File: config.mk
export PLATFORM = sky130hd
export DESIGN_NAME = bcd_seg_scan
export DESIGN_NICKNAME = d
export VERILOG_FILES = /design/src/rtl/bcd_seg_pkg.sv /design/src/rtl/bcd_to_seg7.sv /design/src/rtl/bcd_seg_scan.sv
export SDC_FILE = /design/constraint.sdc
export NUM_CORES = 1
export LEC_CHECK = 0
export BUFFER_PORTS_ARGS = -buffer_cell sky130_fd_sc_hd__buf_2
export CAP_MARGIN = 20
export CORE_MARGIN = 5
export CORE_UTILIZATION = 60
export CTS_BUF_LIST = sky130_fd_sc_hd__clkbuf_8
export DETAILED_ROUTE_END_ITERATION = 12
export PLACE_DENSITY = 0.88
export SYNTH_ARGS = -nofsm -noshare
export SYNTH_HDL_FRONTEND = slang
export SYNTH_SLANG_ARGS = --single-unit
File: constraint.sdc
create_clock -name clk -period 3.3 [get_ports clk]
set_input_delay 0.33 -clock clk [delete_from_list [all_inputs] [get_ports clk]]
set_output_delay 0.33 -clock clk [all_outputs]
set_load 0.1 [all_outputs]
File: src/rtl/bcd_seg_pkg.sv
// Shared widths, segment encodings and the segment word type for the BCD
// seven-segment scan driver and its digit decoder.
package bcd_seg_pkg;

  localparam int SEG_W = 7;
  localparam int BCD_W = 4;

  typedef logic [SEG_W-1:0] seg_t;

  // Active-high segments, bit order gfedcba.
  localparam seg_t SEG_0    = 7'h3F;
  localparam seg_t SEG_1    = 7'h06;
  localparam seg_t SEG_2    = 7'h5B;
  localparam seg_t SEG_3    = 7'h4F;
  localparam seg_t SEG_4    = 7'h66;
  localparam seg_t SEG_5    = 7'h6D;
  localparam seg_t SEG_6    = 7'h7D;
  localparam seg_t SEG_7    = 7'h07;
  localparam seg_t SEG_8    = 7'h7F;
  localparam seg_t SEG_9    = 7'h6F;
  localparam seg_t SEG_DASH = 7'h40;
  localparam seg_t SEG_OFF  = 7'h00;

endpackage

File: src/rtl/bcd_to_seg7.sv
// Combinational BCD digit to seven-segment decoder; non-decimal codes
// (10-15) show a single dash on segment g.
module bcd_to_seg7
  import bcd_seg_pkg::*;
(
  input  logic [3:0] bcd,
  output logic [6:0] seg
);

  seg_t code;

  // NOTE: every path through an always_comb assigns its outputs (here via the
  // case default); a missing assignment would infer a latch.
  always_comb begin
    code = SEG_DASH;
    case (bcd)
      4'd0:    code = SEG_0;
      4'd1:    code = SEG_1;
      4'd2:    code = SEG_2;
      4'd3:    code = SEG_3;
      4'd4:    code = SEG_4;
      4'd5:    code = SEG_5;
      4'd6:    code = SEG_6;
      4'd7:    code = SEG_7;
      4'd8:    code = SEG_8;
      4'd9:    code = SEG_9;
      default: code = SEG_DASH;
    endcase
  end

  assign seg = code;

endmodule

File: src/rtl/bcd_seg_scan.sv
// Multiplexed seven-segment scan driver with frame-synchronous BCD word commit.
// Define BCD_SEG_SCAN_LZB_EN to enable leading-zero blanking.
module bcd_seg_scan
  import bcd_seg_pkg::*;
#(
  parameter int NUM_DIGITS  = 4,
  parameter int REFRESH_DIV = 1000
) (
  input  logic                        clk,
  input  logic                        rst_n,
  input  logic                        load_valid,
  output logic                        load_ready,
  input  logic [BCD_W*NUM_DIGITS-1:0] bcd_in,
  output logic [SEG_W-1:0]            seg,
  output logic [NUM_DIGITS-1:0]       an
);

  localparam int DATA_W = BCD_W * NUM_DIGITS;
  localparam int CNT_W  = $clog2(REFRESH_DIV);
  localparam int IDX_W  = $clog2(NUM_DIGITS);

  localparam logic [CNT_W-1:0] CNT_LAST = CNT_W'(REFRESH_DIV - 1);
  localparam logic [IDX_W-1:0] IDX_LAST = IDX_W'(NUM_DIGITS - 1);

  logic [CNT_W-1:0]      cnt;
  logic [IDX_W-1:0]      idx;
  logic [DATA_W-1:0]     shadow;
  logic [DATA_W-1:0]     display;
  logic                  pending;
  logic [SEG_W-1:0]      seg_q;
  logic [NUM_DIGITS-1:0] an_q;

  logic                  terminal;
  logic                  frame_end;
  logic                  xfer;
  logic [BCD_W-1:0]      digit;
  logic [SEG_W-1:0]      digit_seg;
  logic                  blank;
  logic [SEG_W-1:0]      seg_d;
  logic [NUM_DIGITS-1:0] an_d;

  assign terminal   = (cnt == CNT_LAST);
  assign frame_end  = terminal && (idx == IDX_LAST);
  assign load_ready = !pending;
  assign xfer       = load_valid && load_ready;

  // NOTE: clocked state uses non-blocking assignments so every register
  // samples pre-edge values regardless of statement order.
  always_ff @(posedge clk or negedge rst_n) begin
    if (!rst_n) begin
      cnt <= '0;
      idx <= '0;
    end else if (terminal) begin
      cnt <= '0;
      idx <= (idx == IDX_LAST) ? '0 : idx + IDX_W'(1);
    end else begin
      cnt <= cnt + CNT_W'(1);
    end
  end

  // The display register only changes at a frame boundary, so a scan never
  // mixes digits from two different words. Commit and capture are exclusive
  // because capture requires pending to be clear.
  always_ff @(posedge clk or negedge rst_n) begin
    if (!rst_n) begin
      shadow  <= '0;
      display <= '0;
      pending <= 1'b0;
    end else if (frame_end && pending) begin
      display <= shadow;
      pending <= 1'b0;
    end else if (xfer) begin
      shadow  <= bcd_in;
      pending <= 1'b1;
    end
  end

  assign digit = display[BCD_W*idx +: BCD_W];

  bcd_to_seg7 u_dec (
    .bcd (digit),
    .seg (digit_seg)
  );

`ifdef BCD_SEG_SCAN_LZB_EN
  logic [IDX_W-1:0] lead;

  // Index of the most significant nonzero digit; digit 0 is always kept.
  always_comb begin
    lead = '0;
    for (int i = 1; i < NUM_DIGITS; i++) begin
      if (display[i*BCD_W +: BCD_W] != '0) lead = IDX_W'(i);
    end
  end

  assign blank = (idx > lead);
`else
  assign blank = 1'b0;
`endif

  // Slot 0 of every digit is dark so the anode switch never shows the
  // previous digit's segments.
  always_comb begin
    seg_d = SEG_OFF;
    an_d  = '0;
    if ((cnt != '0) && !blank) begin
      seg_d = digit_seg;
      an_d  = NUM_DIGITS'(1) << idx;
    end
  end

  always_ff @(posedge clk or negedge rst_n) begin
    if (!rst_n) begin
      seg_q <= SEG_OFF;
      an_q  <= '0;
    end else begin
      seg_q <= seg_d;
      an_q  <= an_d;
    end
  end

  assign seg = seg_q;
  assign an  = an_q;

endmodule

After elaboration in Yosys (flattened, before gate mapping)
Memory sizes are Yosys's and may differ from the RTL's.
Index checks and enable logic that the tools add are counted.
Widths: inputs -> output; s select.
{"block": "classes", "add_sub_neg": 2, "eq_ne": 2, "shift": 2, "muxes": 6, "n_bitwise": 1, "reduce_logical": 7}
{"op": "$shiftx 16x5->4", "n": 1}
{"op": "$add 10x1->10 const B", "n": 1}
{"op": "$eq 10x10->1 const B", "n": 1}
{"op": "$mux 10", "n": 1}
{"op": "$reduce_bool 10->1", "n": 1}
{"op": "$mux 7", "n": 1}
{"op": "$mux 4", "n": 1}
{"op": "$shl 1x2->4 const A", "n": 1}
{"op": "$logic_and 1x1->1", "n": 3}
{"op": "$add 2x1->2 const B", "n": 1}
{"op": "$eq 2x2->1 const B", "n": 1}
{"op": "$mux 1", "n": 2}
{"op": "$mux 2", "n": 1}
{"op": "$reduce_and 2->1", "n": 1}
{"op": "$reduce_bool 2->1", "n": 1}
{"op": "$logic_not 1->1", "n": 1}
{"op": "$not 1->1", "n": 1}
{"block": "word_totals", "ff_bits": 56, "romBits": 112, "inputBits": 19, "out_inout_bits": 12, "wordCells": 28, "n_memories": 1}
{"name": "(no name shown)", "depth": 16, "width": 7, "read_ports": 1, "rd_clocked_by_memory_dff": 0, "write_ports": 0, "line": "bcd_to_seg7.sv:16", "text": "case (bcd)"}

Depth between registers and ports, before layout
Gate-level depths: netlist of run 1.
{"block": "depth", "depth_word": 5, "ltp_mapped": 8, "depth_no_buf": 7}

Hierarchy
Synthesis of run 1 repeated with hierarchy kept, for this count alone.
{"block": "unflattened", "hier_cells": 195, "area_unflattened_um2": 2601.2}
{"module": "bcd_seg_scan", "instances": 1, "cells_per_inst": 166, "area_each_um2": 2376.0, "seq_area_each_um2": 1401.3}
{"module": "bcd_to_seg7", "instances": 1, "cells_per_inst": 29, "area_each_um2": 225.2, "seq_area_each_um2": 0.0}

Worst setup path before layout of run 1
OpenSTA, ideal clock, no wires.
{"block": "synth_path", "path_type": "register to register", "start": "register idx[0]", "end": "register seg_q[3], in the netlist seg[3]", "setup_ps": 136, "arrival_ps": 1707, "required_ps": 3164, "slack_ps": 1457, "stages_incl_launch_ff": 8, "path_buffers": 1, "synth_period_minus_slack_ps": 1843, "path_cell_list": "dfrtp_1 > buf_4 > mux4_2 > inv_1 > ha_1 > and2_0 > o21ai_0 > a21oi_1"}
{"block": "synth_via", "elab_chain_len": 3}
{"element": "from (decl)", "line": "bcd_seg_scan.sv:26", "text": "logic [IDX_W-1:0] idx;"}
{"element": "from (signal assigned)", "line": "bcd_seg_scan.sv:55", "text": "idx <= (idx == IDX_LAST) ? '0 : idx + IDX_W'(1);"}
{"element": "$shiftx 16x5->4", "line": "bcd_seg_scan.sv:78", "text": "assign digit = display[BCD_W*idx +: BCD_W];"}
{"element": "$mem_v2 16x7"}
{"element": "$mux 7", "line": "bcd_seg_scan.sv:106", "text": "if ((cnt != '0) && !blank) begin"}
{"element": "via seg_d[3]", "line": "bcd_seg_scan.sv:39", "text": "logic [SEG_W-1:0] seg_d;"}
{"element": "to (signal assigned)", "line": "bcd_seg_scan.sv:117", "text": "seg_q <= seg_d;"}
{"element": "to (decl)", "line": "bcd_seg_scan.sv:30", "text": "logic [SEG_W-1:0] seg_q;"}
The timed path passes the listed nets, and every way through them passes these cells.
A chain may end at the register's enable or synchronous reset.

Worst setup path after layout of run 1
{"block": "layout_path", "start": "register cnt[0]", "end": "register display[13]"}
{"block": "layout_via", "elab_chain_len": 3}
{"element": "from (decl)", "line": "bcd_seg_scan.sv:25", "text": "logic [CNT_W-1:0] cnt;"}
{"element": "from (signal assigned)", "line": "bcd_seg_scan.sv:57", "text": "cnt <= cnt + CNT_W'(1);"}
{"element": "$eq 10x10->1", "line": "bcd_seg_scan.sv:42", "text": "assign terminal = (cnt == CNT_LAST);"}
{"element": "$logic_and 1x1->1", "line": "bcd_seg_scan.sv:43", "text": "assign frame_end = terminal && (idx == IDX_LAST);"}
{"element": "$logic_and 1x1->1", "line": "bcd_seg_scan.sv:69", "text": "end else if (frame_end && pending) begin"}
{"element": "to (signal assigned)", "line": "bcd_seg_scan.sv:70", "text": "display <= shadow;"}
{"element": "to (decl)", "line": "bcd_seg_scan.sv:28", "text": "logic [DATA_W-1:0] display;"}
Every way passes these cells.

==> results of run 1 <==
==> cell type report <==
type / instances / area share [%]
multi-input cells: 120 / 36.5
well taps: 50 / 2.25
clock inverters: 2 / 0.315
clock buffers: 5 / 2.48
inverters: 11 / 1.49
flip-flops and latches: 56 / 50.5
repair buffers: 34 / 6.49
==> layer usage <==
layer / up-vias / GRT usage, % / wire length [um]
met4: 0 / 8.89 / 104
met5: - / 0 / 0
met3: 7 / 3.34 / 198
met1: 778 / 21.4 / 1710
met2: 35 / 28.6 / 2060
li1: 737 / - / -
==> sequential cells by signal, summed over array words and instances (netlist names) <==
name     flops
display     16
shadow      16
pending      1
an           4
cnt         10
seg          7
idx          2
==> worst max-delay path: cells and delay by family, from the launching register on <==
family                     cells  cell delay [ns]
and+or+nand+nor                3             1.02
muxes                          1             0.41
DFF                            1             0.40
adders and majority gates      1             0.23
buffers and inverters          1             0.21
==> synth_stat cells (4+ instances only) <==
library cell,instances
sky130_fd_sc_hd__clkbuf_1,4
sky130_fd_sc_hd__nor2_1,13
sky130_fd_sc_hd__mux4_2,4
sky130_fd_sc_hd__inv_1,11
sky130_fd_sc_hd__mux2_2,25
sky130_fd_sc_hd__nand3_1,6
sky130_fd_sc_hd__nor2b_1,5
sky130_fd_sc_hd__ha_1,10
sky130_fd_sc_hd__o21ai_0,7
sky130_fd_sc_hd__nand2_1,5
sky130_fd_sc_hd__a21oi_1,11
sky130_fd_sc_hd__mux2_1,9
sky130_fd_sc_hd__dfrtp_1,56
==> per-stage QoR <==
stage          setup WS (ns)  util (%)
2_1_floorplan           1.46         -
3_3_place_gp            1.00      67.0
3_5_place_dp           0.949      67.0
4_1_cts                0.921      68.9
5_1_grt                0.780      68.9
6_report               0.925      68.9
==> final timing paths <==
check	depth (start not counted)	start	to	slack, ns
setup / recovery	6	cnt[0]	display[13]	0.93
hold / removal	1	rst_n	cnt[9]	0.12
setup reg to reg	6	cnt[0]	display[13]	0.93
hold reg to reg	1	cnt[0]	cnt[0]	0.49
max in group asynchronous	2	rst_n	shadow[9]	2.43
min in group clk	2	bcd_in[13]	shadow[13]	0.24
==> cell usage in the layout (no fill, tap or decap), types with 2 or more instances in the layout <==
master / count
sky130_fd_sc_hd__a21oi_1: 11
sky130_fd_sc_hd__buf_4: 4
sky130_fd_sc_hd__xor2_1: 2
sky130_fd_sc_hd__mux2i_1: 3
sky130_fd_sc_hd__or3_1: 2
sky130_fd_sc_hd__xnor2_1: 3
sky130_fd_sc_hd__ha_1: 10
sky130_fd_sc_hd__buf_2: 30
sky130_fd_sc_hd__nand2_1: 5
sky130_fd_sc_hd__nor2b_1: 5
sky130_fd_sc_hd__mux2_2: 25
sky130_fd_sc_hd__dfrtp_1: 56
sky130_fd_sc_hd__nor2_1: 13
sky130_fd_sc_hd__nor4_1: 2
sky130_fd_sc_hd__nand3_1: 6
sky130_fd_sc_hd__inv_1: 12
sky130_fd_sc_hd__mux4_2: 4
sky130_fd_sc_hd__o21ai_0: 7
sky130_fd_sc_hd__mux2_1: 9
sky130_fd_sc_hd__clkbuf_8: 5
sky130_fd_sc_hd__and2_0: 2
==> power by group <==
group / switching (W) / internal, W
Combinational: 0.0000199 / 0.0000246
Sequential: 0.0000122 / 0.000708
Clock: 0.000207 / 0.000142
Total: 0.000239 / 0.000875
==> logic make-up after synthesis <==
group                    Yosys count  share of synthesized area (%)
flip-flops                        56                           55.9
AND/OR/NAND/NOR                   42                           8.63
multiplexers                      41                           20.1
AO/OA/AOI/OAI                     22                           4.99
buffers and inverters             20                           3.69
adder cells (fa/ha/maj)           10                           4.99
XOR/XNOR                           5                           1.75
==> results by group, run 1 <==
Route
  • Wirelength per Cell: 14.6 um
  • Initial DRC count: 84
  • Vias: 1557
  • DRT antenna net count: 0
  • DRC: 0
  • Detailed Route WL: 4070 um
  • Count of TritonRoute iterations in the first routing pass: 4
  • Via density per instance: 5.60

CTS
  • Post-CTS sizing: 0
  • Worst-skew pair later-pin latency: 0.31 ns
  • Sink count of the clock tree: 56
  • # Post-CTS Setup Buffers: 0
  • Number of hold buffers added after cts: 0
  • Clock input transition at the sequential cells of the worst setup and hold paths: 0.09 ns
  • TritonCTS Buffers: 5
  • TritonCTS clock tree: built
  • Clock root buffer: sky130_fd_sc_hd__clkbuf_8
  • Clock Path Buffers: 2
  • Clock H-tree levels: 2

Timing
  • Time the final worst path needs with I/O delays and setup: 2.37 ns
  • Number of max-slew violations in the final report: 0
  • Fmax: 0.421 GHz
  • Total setup violations reported at the end of the flow: 0
  • Relative slew slack: 43.4%
  • Setup Total Neg Slack: 0 ns
  • Final period util: 72.0%
  • Final Skew: 0.00389 ns
  • Setup repair after global routing missed its margin: no
  • Tightest Pin Transition: 0.849 ns
  • WHS: 0.116 ns
  • Final count of hold timing violations: 0

Cells and area
  • Register cell area after layout: 1400 um^2
  • Multi-input combinational cell area: 1010 um^2
  • Share of cells above drive strength 1: 31.1%
  • Antenna diode count: 0
  • Post-route cell area: 2780 um^2
  • Filler cells: 309
  • Area delta synth->final: 10.7%
  • Net total in the final layout: 257
  • Fin cells: 278

Power
  • Worst vdd ir: 0.341 mV
  • Total power after layout: 0.00111 W
  • Cell area power density: 401 nW/um^2
  • Leakage: 1.30 nW

Worst setup path
  • List of cells traversed by the critical path: ha_1 > nand2_2 > nor4_2 > buf_4 > and3_1 > mux2_2
  • Critical Path AT: 2.58 ns
  • CP Capture Type: flip-flop
  • Critical path type: flip-flop to flip-flop
  • Maximum fanout count along the critical path: 17
  • Element type at the critical path start: flip-flop
  • CP max stage cell: sky130_fd_sc_hd__and3_1
  • Max incr delay on CP: 0.66 ns
  • Data required time at the worst endpoint: 3.50 ns

Synthesis
  • Biggest area consumer among synthesized cells: sky130_fd_sc_hd__dfrtp_1
  • Dominant cells by area after synthesis: sky130_fd_sc_hd__dfrtp_1 56%, sky130_fd_sc_hd__mux2_2 11%, sky130_fd_sc_hd__ha_1 5.0%
  • FF+latch count, synth: 56
  • Primary FF master, synth: sky130_fd_sc_hd__dfrtp_1
  • Avg Synthesized Cell Area: 12.8 um^2
  • Number of instances in the synthesized netlist: 196
  • Mapped cell area: 2510 um^2
  • Area share of the largest cell type after synthesis: 55.9%
  • Number of flops mapped to enable cells by yosys: 0
  • Fraction of the yosys area taken by sequential cells: 55.9%
  • Total number of yosys warnings: 0
  • Count of distinct cell types in the synthesized netlist: 33
  • Ys async rst share: 100%
  • Post-synth net total: 225

Die
  • Height of the die: 74.6 um
  • Area inside the core boundary: 4030 um^2
  • Number of standard-cell rows in the floorplan: 23
  • DIE WIDTH: 74.6 um
  • Initial Utilization: 62.2%
  • Die area: 5570 um^2
  • Ports placed on the boundary: 31

Placement
  • Count of buffers from port buffering: 30
  • Cell area after placement: 2700 um^2
  • GPL Wtd Cong: 0.800
  • Sum of net half-perimeters after detailed placement: 2880 um
  • Placed instance count: 271

Global route
  • Largest net degree at the start of global routing: 41
  • Wire length of the first global-routing pass: 7200 um
  • Total routing usage reported by global routing: 17.2%
  • Initial antenna violation count: 0
  • Number of global-route vias before repair: 1615
  • Overflow left after global routing: 0

Flow run
  • Number of violations of the max-capacitance limit: 0

Status
  • Run status: complete, no violations

Worst hold path
  • Class of the most critical hold timing path: input port to async pin
Note: power is estimated with default switching activity, not from simulation.
==> run 2: changes to the inputs <==
--- a/config.mk
+++ b/config.mk
@@ -5,6 +5,7 @@
 export SDC_FILE = /design/constraint.sdc
 export NUM_CORES = 1
 export LEC_CHECK = 0
+export ABC_AREA = 1
 export BUFFER_PORTS_ARGS = -buffer_cell sky130_fd_sc_hd__buf_2
 export CAP_MARGIN = 20
 export CORE_MARGIN = 5
==> constraint.sdc (replaced) <==
create_clock -name clk -period 2.4 [get_ports clk]
set_input_delay 0.24 -clock clk [delete_from_list [all_inputs] [get_ports clk]]
set_output_delay 0.24 -clock clk [all_outputs]
set_load 0.1 [all_outputs]
==> run 2 against run 1 <==
Critical path depth grew 5. Non-clock buffer count shrank 1. Via count grew 25%. Core utilization shrank 0.44 points. Fmax grew 33%. Clock power grew 78%. Combinational power grew 82%. Register-to-register slack lost 0.31 ns. First-iteration DRC count grew 37%. Synthesized area grew 6.9%. Critical path type unchanged. Critical endpoint is now seg[5].
==> results by group, run 2 <==
Status
  • Run status: complete, no violations

Cells and area
  • Area delta synth->final: 11.3%
  • Commonest non-fill, non-tap cell in the layout: sky130_fd_sc_hd__nand2_1
  • Antenna diode count: 0 (unchanged)
  • Share of cells above drive strength 1: 22.6% (-8.6 points)
  • Filler cells: 340 (+10%)
  • Fin cells: 393 (+41%)
  • Leading cell types in the layout, fill and taps excluded: 64 x sky130_fd_sc_hd__nand2_1, 56 x sky130_fd_sc_hd__dfrtp_1, 49 x sky130_fd_sc_hd__nor2_1, 44 x sky130_fd_sc_hd__inv_1, 30 x sky130_fd_sc_hd__buf_2
  • Net total in the final layout: 369 (+44%)
  • Largest registers: display x16, shadow x16, cnt x10

Global route
  • Number of global-route vias before repair: 1865 (+15%)
  • Largest net degree at the start of global routing: 34 (-17%)
  • Initial antenna violation count: 0 (unchanged)
  • Total routing usage reported by global routing: 16.9% (-0.29 points)
  • Overflow left after global routing: 0 (unchanged)
  • Wire length of the first global-routing pass: 8250 um (+15%)

Synthesis
  • Post-synth net total: 336 (+49%)
  • FF+latch count, synth: 56 (unchanged)
  • Fraction of the yosys area taken by sequential cells: 52.3% (-3.6 points)
  • Top cell types by occurrence after synthesis: 64 x sky130_fd_sc_hd__nand2_1, 56 x sky130_fd_sc_hd__dfrtp_1, 49 x sky130_fd_sc_hd__nor2_1, 44 x sky130_fd_sc_hd__inv_1, 18 x sky130_fd_sc_hd__a21oi_1
  • Biggest area consumer among synthesized cells: sky130_fd_sc_hd__dfrtp_1
  • Count of distinct cell types in the synthesized netlist: 24 (-27%)
  • Dominant cells by area after synthesis: sky130_fd_sc_hd__dfrtp_1 52%, sky130_fd_sc_hd__nand2_1 9.0%, sky130_fd_sc_hd__nor2_1 6.9%
  • Most frequent cell after synthesis: sky130_fd_sc_hd__nand2_1
  • Area share of the largest cell type after synthesis: 52.3% (-3.6 points)
  • Mapped cell area: 2680 um^2 (+6.9%)
  • Total number of yosys warnings: 0 (unchanged)
  • Ys async rst share: 100% (unchanged)
  • Primary FF master, synth: sky130_fd_sc_hd__dfrtp_1
  • Avg Synthesized Cell Area: 8.73 um^2 (-32%)
  • Number of flops mapped to enable cells by yosys: 0 (unchanged)
  • Number of instances in the synthesized netlist: 307 (+57%)

CTS
  • TritonCTS clock tree: built
  • Clock input transition at the sequential cells of the worst setup and hold paths: 0.10 ns (about the same)
  • Post-CTS sizing: 0 (unchanged)
  • Sink count of the clock tree: 56 (unchanged)
  • Worst-skew pair later-pin latency: 0.31 ns (about the same)
  • Clock root buffer: sky130_fd_sc_hd__clkbuf_8
  • TritonCTS Buffers: 5 (unchanged)
  • Clock Path Buffers: 2 (unchanged)
  • Clock H-tree levels: 2 (unchanged)

Route
  • Initial DRC count: 115 (+37%)
  • Wirelength per Cell: 11.5 um (-22%)
  • Detailed Route WL: 4500 um (+11%)
  • Via density per instance: 4.94 (-12%)
  • Vias: 1942 (+25%)
  • Count of TritonRoute iterations in the first routing pass: 5 (+1)
  • DRT antenna net count: 0 (unchanged)
  • DRC: 0 (unchanged)

Timing
  • Setup Total Neg Slack: 0 ns (unchanged)
  • Tightest Pin Transition: 0.887 ns (+0.0372 ns)
  • Time the final worst path needs with I/O delays and setup: 1.78 ns (-0.591 ns)
  • Final worst slack: 0.617 ns (-0.309 ns)
  • Final count of hold timing violations: 0 (unchanged)
  • Setup repair after global routing missed its margin: no
  • WHS: 0.144 ns (+0.0286 ns)
  • Relative slew slack: 40.8% (-2.6 points)
  • Fmax: 0.561 GHz (+33%)
  • Total setup violations reported at the end of the flow: 0 (unchanged)
  • Number of max-slew violations in the final report: 0 (unchanged)
  • Final Skew: 0.00613 ns (+0.00224 ns)
  • Final period util: 74.3% (+2.3 points)

Placement
  • GPL Wtd Cong: 0.817 (+2.2%)
  • Placed instance count: 384 (+42%)
  • Sum of net half-perimeters after detailed placement: 3440 um (+19%)
  • Worst setup slack after placement: 0.660 ns (-0.289 ns)
  • Count of buffers from port buffering: 30 (unchanged)

Die
  • Number of standard-cell rows in the floorplan: 24 (+4.3%)
  • Ports placed on the boundary: 31 (unchanged)
  • Height of the die: 76.8 um (+2.9%)
  • DIE WIDTH: 76.8 um (+2.9%)
  • Die area: 5900 um^2 (+6.0%)
  • Area inside the core boundary: 4350 um^2 (+8.1%)
  • Initial Utilization: 61.6% (-0.68 points)

Worst setup path
  • Critical path type: flip-flop to flip-flop
  • Data required time at the worst endpoint: 2.64 ns (-0.86 ns)
  • Element type at the critical path start: flip-flop
  • Maximum fanout count along the critical path: 12 (-5)
  • CP Capture Type: flip-flop
  • Critical Path AT: 2.03 ns (-0.55 ns)

Flow run
  • Number of violations of the max-capacitance limit: 0 (unchanged)

Power
  • Cell area power density: 564 nW/um^2 (+41%)
  • Leakage: 1.61 nW (+23%)
  • Worst vdd ir: 0.348 mV (+2.1%)

Worst hold path
  • Class of the most critical hold timing path: input port to flip-flop
run 2: cell count changes after synthesis, moves of 5 or more:
| cell | delta |
|---|---|
| sky130_fd_sc_hd__nand2_1 | +59 |
| sky130_fd_sc_hd__nor2_1 | +36 |
| sky130_fd_sc_hd__inv_1 | +33 |
| sky130_fd_sc_hd__mux2_2 | -25 |
| sky130_fd_sc_hd__o21ai_2 | +17 |
| sky130_fd_sc_hd__nand2_2 | +10 |
| sky130_fd_sc_hd__mux2_1 | -9 |
| sky130_fd_sc_hd__a21oi_1 | +7 |
| sky130_fd_sc_hd__nand3_1 | +5 |
| sky130_fd_sc_hd__nor2b_1 | -5 |
run 2: final timing paths:
| check | from | endpoint | slack [ns] | cells past startpoint |
|---|---|---|---|---|
| min in group asynchronous | rst_n | shadow[13] | 0.31 | 2 |
| max | idx[0] | seg[5] | 0.62 | 11 |
| max reg2reg | idx[0] | seg[5] | 0.62 | 11 |
| min reg2reg | display[15] | display[15] | 0.50 | 2 |
| min | load_valid | pending | 0.14 | 3 |
| max in group asynchronous | rst_n | display[2] | 1.48 | 3 |
run 2: report_power, final:
group | switching, W | internal, W
Clock | 0.000305 | 0.000314
Combinational | 0.0000537 | 0.0000272
Sequential | 0.00000818 | 0.000974
Total | 0.000367 | 0.00132
run 2: worst max-delay path, cell delays in order (launching register included):
cell                      delay (ns)
sky130_fd_sc_hd__dfrtp_1        0.60
sky130_fd_sc_hd__inv_4          0.13
sky130_fd_sc_hd__nand2_1        0.09
sky130_fd_sc_hd__nand3_1        0.07
sky130_fd_sc_hd__nand2_1        0.17
sky130_fd_sc_hd__inv_1          0.09
sky130_fd_sc_hd__ha_1           0.21
sky130_fd_sc_hd__inv_1          0.06
sky130_fd_sc_hd__nand3_1        0.07
sky130_fd_sc_hd__nand2_1        0.09
sky130_fd_sc_hd__nor2_1         0.05
sky130_fd_sc_hd__nor2_1         0.09
run 2: area by class of cell:
type | instances | area [um^2] | area share (%)
clock buffers | 5 | 68.8 | 2.31
clock inverters | 3 | 47.5 | 1.59
inverters | 47 | 179 | 6.00
multi-input cells | 197 | 1040 | 35.0
flip-flops and latches | 56 | 1400 | 47.0
well taps | 52 | 65.1 | 2.18
repair buffers | 33 | 175 | 5.87
run 2: layer usage:
metal | vias up | routed length (um) | GRT usage, %
li1 | 1006 | - | -
met4 | 0 | 60 | 4.72
met3 | 7 | 275 | 3.98
met5 | - | 0 | 0
met1 | 874 | 2010 | 21.3
met2 | 55 | 2160 | 28.8
run 2: timing repair:
action                    4_1_cts  5_1_grt
hold endpoints to repair        9        0
hold buffers                    1        0
buffers inserted                0        0
run 2: metrics by stage:
stage,power (W),utilization (%),cell area (um^2)
2_1_floorplan,0.00104,-,2680
3_3_place_gp,0.00108,65.6,2860
3_5_place_dp,0.00108,65.6,2860
4_1_cts,0.00170,68.5,2980
5_1_grt,0.00175,68.5,2980
6_report,0.00168,68.5,2980
run 2: cells by family (layout without fill, tap and decap cells):
group                    count (synthesis)  in the layout  synth area share [%]
XOR/XNOR                                 1              1                 0.327
AO/OA/AOI/OAI                           42             42                  10.3
buffers and inverters                   54             88                  8.73
AND/OR/NAND/NOR                        144            144                  23.7
flip-flops                              56             56                  52.3
adder cells (fa/ha/maj)                 10             10                  4.67
==> run 3: changes to the inputs <==
==> constraint.sdc (replaced) <==
create_clock -name clk -period 1.82 [get_ports clk]
set_input_delay 0.182 -clock clk [delete_from_list [all_inputs] [get_ports clk]]
set_output_delay 0.182 -clock clk [all_outputs]
set_load 0.1 [all_outputs]
==> run 3 against run 2 <==
The flow now finishes with violations (hold timing). Sequential share of layout area is 0.059 points higher. Non-clock buffer count is 2 higher. Total power is 22% higher. Critical path depth is 5 lower. Clock skew is 0.00051 ns higher. Hold slack worse by 0.16 ns. Global-route usage is 1.5 points lower.
==> results by group, run 3 (synthesized netlist as in run 2, its figures left out) <==
Status
  • Run status: finished, violations left
  • Violated checks: hold timing

Power
  • Worst vdd ir: 0.547 mV (+57%)
  • Switching power total: 0.000467 W (+27%)
  • Leakage: 1.62 nW (+0.63%)
  • Sequential group share of total power: 63.0% (+4.6 points)
  • Internal power: 0.00159 W (+21%)
  • Comb power frac: 5.0% (+0.2 points)
  • Total power after layout: 0.00205 W (+22%)
  • Cell area power density: 689 nW/um^2 (+22%)
  • Clock network fraction of design power: 31.9% (-4.9 points)
  • Switching power share of the total: 22.8% (+0.95 points)

Route
  • Vias: 1910 (-1.6%)
  • Wirelength per Cell: 10.9 um (-4.5%)
  • DRT antenna net count: 0 (unchanged)
  • DRC: 0 (unchanged)
  • Detailed Route WL: 4330 um (-3.8%)
  • Via density per instance: 4.82 (-2.4%)
  • Initial DRC count: 111 (-3.5%)
  • Count of TritonRoute iterations in the first routing pass: 4 (-1)

Cells and area
  • Leading cell types in the layout, fill and taps excluded: 64 x sky130_fd_sc_hd__nand2_1, 56 x sky130_fd_sc_hd__dfrtp_1, 49 x sky130_fd_sc_hd__nor2_1, 45 x sky130_fd_sc_hd__inv_1, 30 x sky130_fd_sc_hd__buf_2
  • Area delta synth->final: 11.1%
  • Antenna diode count: 0 (unchanged)
  • Share of cells above drive strength 1: 23.3% (+0.68 points)
  • Net total in the final layout: 372 (+0.81%)
  • Commonest non-fill, non-tap cell in the layout: sky130_fd_sc_hd__nand2_1
  • Largest registers: display x16, shadow x16, cnt x10

CTS
  • Number of hold buffers added after cts: 0 (-1)
  • Clock H-tree levels: 2 (unchanged)
  • Clock root buffer: sky130_fd_sc_hd__clkbuf_8
  • Post-CTS sizing: 0 (unchanged)
  • Clock Path Buffers: 2 (unchanged)
  • TritonCTS Buffers: 5 (unchanged)
  • TritonCTS clock tree: built
  • Clock input transition at the sequential cells of the worst setup and hold paths: 0.09 ns (about the same)
  • Worst-skew pair later-pin latency: 0.31 ns (about the same)
  • Sink count of the clock tree: 56 (unchanged)
  • # Post-CTS Setup Buffers: 0 (unchanged)

Timing
  • Final count of hold timing violations: 35 (+35)
  • Fmax: 0.594 GHz (+5.9%)
  • Total setup violations reported at the end of the flow: 0 (unchanged)
  • Relative slew slack: 56.1% (+15 points)
  • Tightest Pin Transition: 0.658 ns (-0.228 ns)
  • Number of max-slew violations in the final report: 0 (unchanged)
  • WHS: -0.0161 ns (-0.160 ns)
  • Setup Total Neg Slack: 0 ns (unchanged)
  • Time the final worst path needs with I/O delays and setup: 1.68 ns (-0.0995 ns)
  • Final period util: 92.5% (+18 points)
  • Final Skew: 0.00664 ns (+0.000515 ns)
  • Setup repair after global routing missed its margin: no

Die
  • Ports placed on the boundary: 31 (unchanged)
  • Initial Utilization: 61.6% (unchanged)
  • Number of standard-cell rows in the floorplan: 24 (unchanged)
  • Area inside the core boundary: 4350 um^2 (unchanged)
  • DIE WIDTH: 76.8 um (unchanged)
  • Die area: 5900 um^2 (unchanged)
  • Height of the die: 76.8 um (unchanged)

Worst setup path
  • Critical path type: flip-flop to flip-flop
  • List of cells traversed by the critical path: ha_1 > nand2_2 > nor3_4 > nand3b_2 > nand2_1 > o21ai_2
  • CP max stage cell: sky130_fd_sc_hd__dfrtp_1
  • Critical Path AT: 1.89 ns (-0.14 ns)
  • Element type at the critical path start: flip-flop
  • Max incr delay on CP: 0.38 ns (-0.22 ns)
  • Data required time at the worst endpoint: 2.02 ns (-0.62 ns)
  • Maximum fanout count along the critical path: 12 (unchanged)
  • Worst reg-to-reg path cell count: 6 (-5)
  • CP Capture Type: flip-flop

Global route
  • Total routing usage reported by global routing: 15.4% (-1.5 points)
  • Overflow left after global routing: 0 (unchanged)
  • Initial antenna violation count: 0 (unchanged)
  • Wire length of the first global-routing pass: 7500 um (-9.0%)
  • Number of global-route vias before repair: 1732 (-7.1%)
  • Largest net degree at the start of global routing: 57 (+68%)

Placement
  • Sum of net half-perimeters after detailed placement: 3160 um (-8.1%)
  • Count of buffers from port buffering: 30 (unchanged)
  • GPL Wtd Cong: 0.822 (+0.60%)

Flow run
  • Number of violations of the max-capacitance limit: 0 (unchanged)

Worst hold path
  • Class of the most critical hold timing path: input port to async pin
==> run 3: metal layers <==
layer  track usage [%]  share of wire (%)  vias to the layer above
met3              4.33                5.1                        3
met5                 0                  0                        -
met2              24.5                 46                       36
li1                  -                  -                     1017
met1              20.2                 47                      854
met4              4.90                1.2                        0
==> run 3: worst max-delay path, delay by kind of cell, from the launching register on <==
| kind | cells | cell delay (ns) |
|---|---|---|
| AO/OA/AOI/OAI | 1 | 0.06 |
| adder cells (fa/ha/maj) | 1 | 0.19 |
| flip-flops | 1 | 0.38 |
| AND/OR/NAND/NOR | 4 | 0.93 |
==> run 3: layout make-up <==
cell class	instances	area [um^2]
clock buffers	5	68.8
clock inverters	3	20.0
fillers	348	1380
inverters	47	179
multi-input cells	198	1060
flip-flops and latches	56	1400
well taps	52	65.1
repair buffers	35	188
==> run 3: power by group through the flow <==
stage          sequential (W)  clock [W]  combinational, W
5_1_grt               0.00130   0.000722          0.000121
6_report              0.00129   0.000655          0.000103
3_5_place_dp          0.00132          0          0.000107
3_3_place_gp          0.00132          0          0.000103
2_1_floorplan         0.00132          0         0.0000495
4_1_cts               0.00129   0.000677          0.000107
==> run 3: worst paths after layout <==
path / start / slack (ns) / to
setup / recovery: cnt[0] / 0.14 / display[1]
max in group asynchronous: rst_n / 1.40 / shadow[2]
min in group clk: load_valid / 0.08 / pending
setup reg to reg: cnt[0] / 0.14 / display[1]
hold / removal: rst_n / -0.02 / an[1]
hold reg to reg: display[15] / 0.49 / display[15]
==> run 3: stage by stage <==
step / setup WS (ns) / util [%] / hold slack [ns] / std cells / cell area, um^2
2_1_floorplan: 0.124 / - / -0.114 / 307 / 2680
3_3_place_gp: 0.214 / 66.1 / 0.338 / 387 / 2880
3_5_place_dp: 0.146 / 66.1 / 0.347 / 387 / 2880
4_1_cts: 0.119 / 68.1 / 0.00819 / 395 / 2970
5_1_grt: 0.00384 / 68.4 / 0.0583 / 396 / 2980
6_report: 0.136 / 68.4 / -0.0161 / 396 / 2980
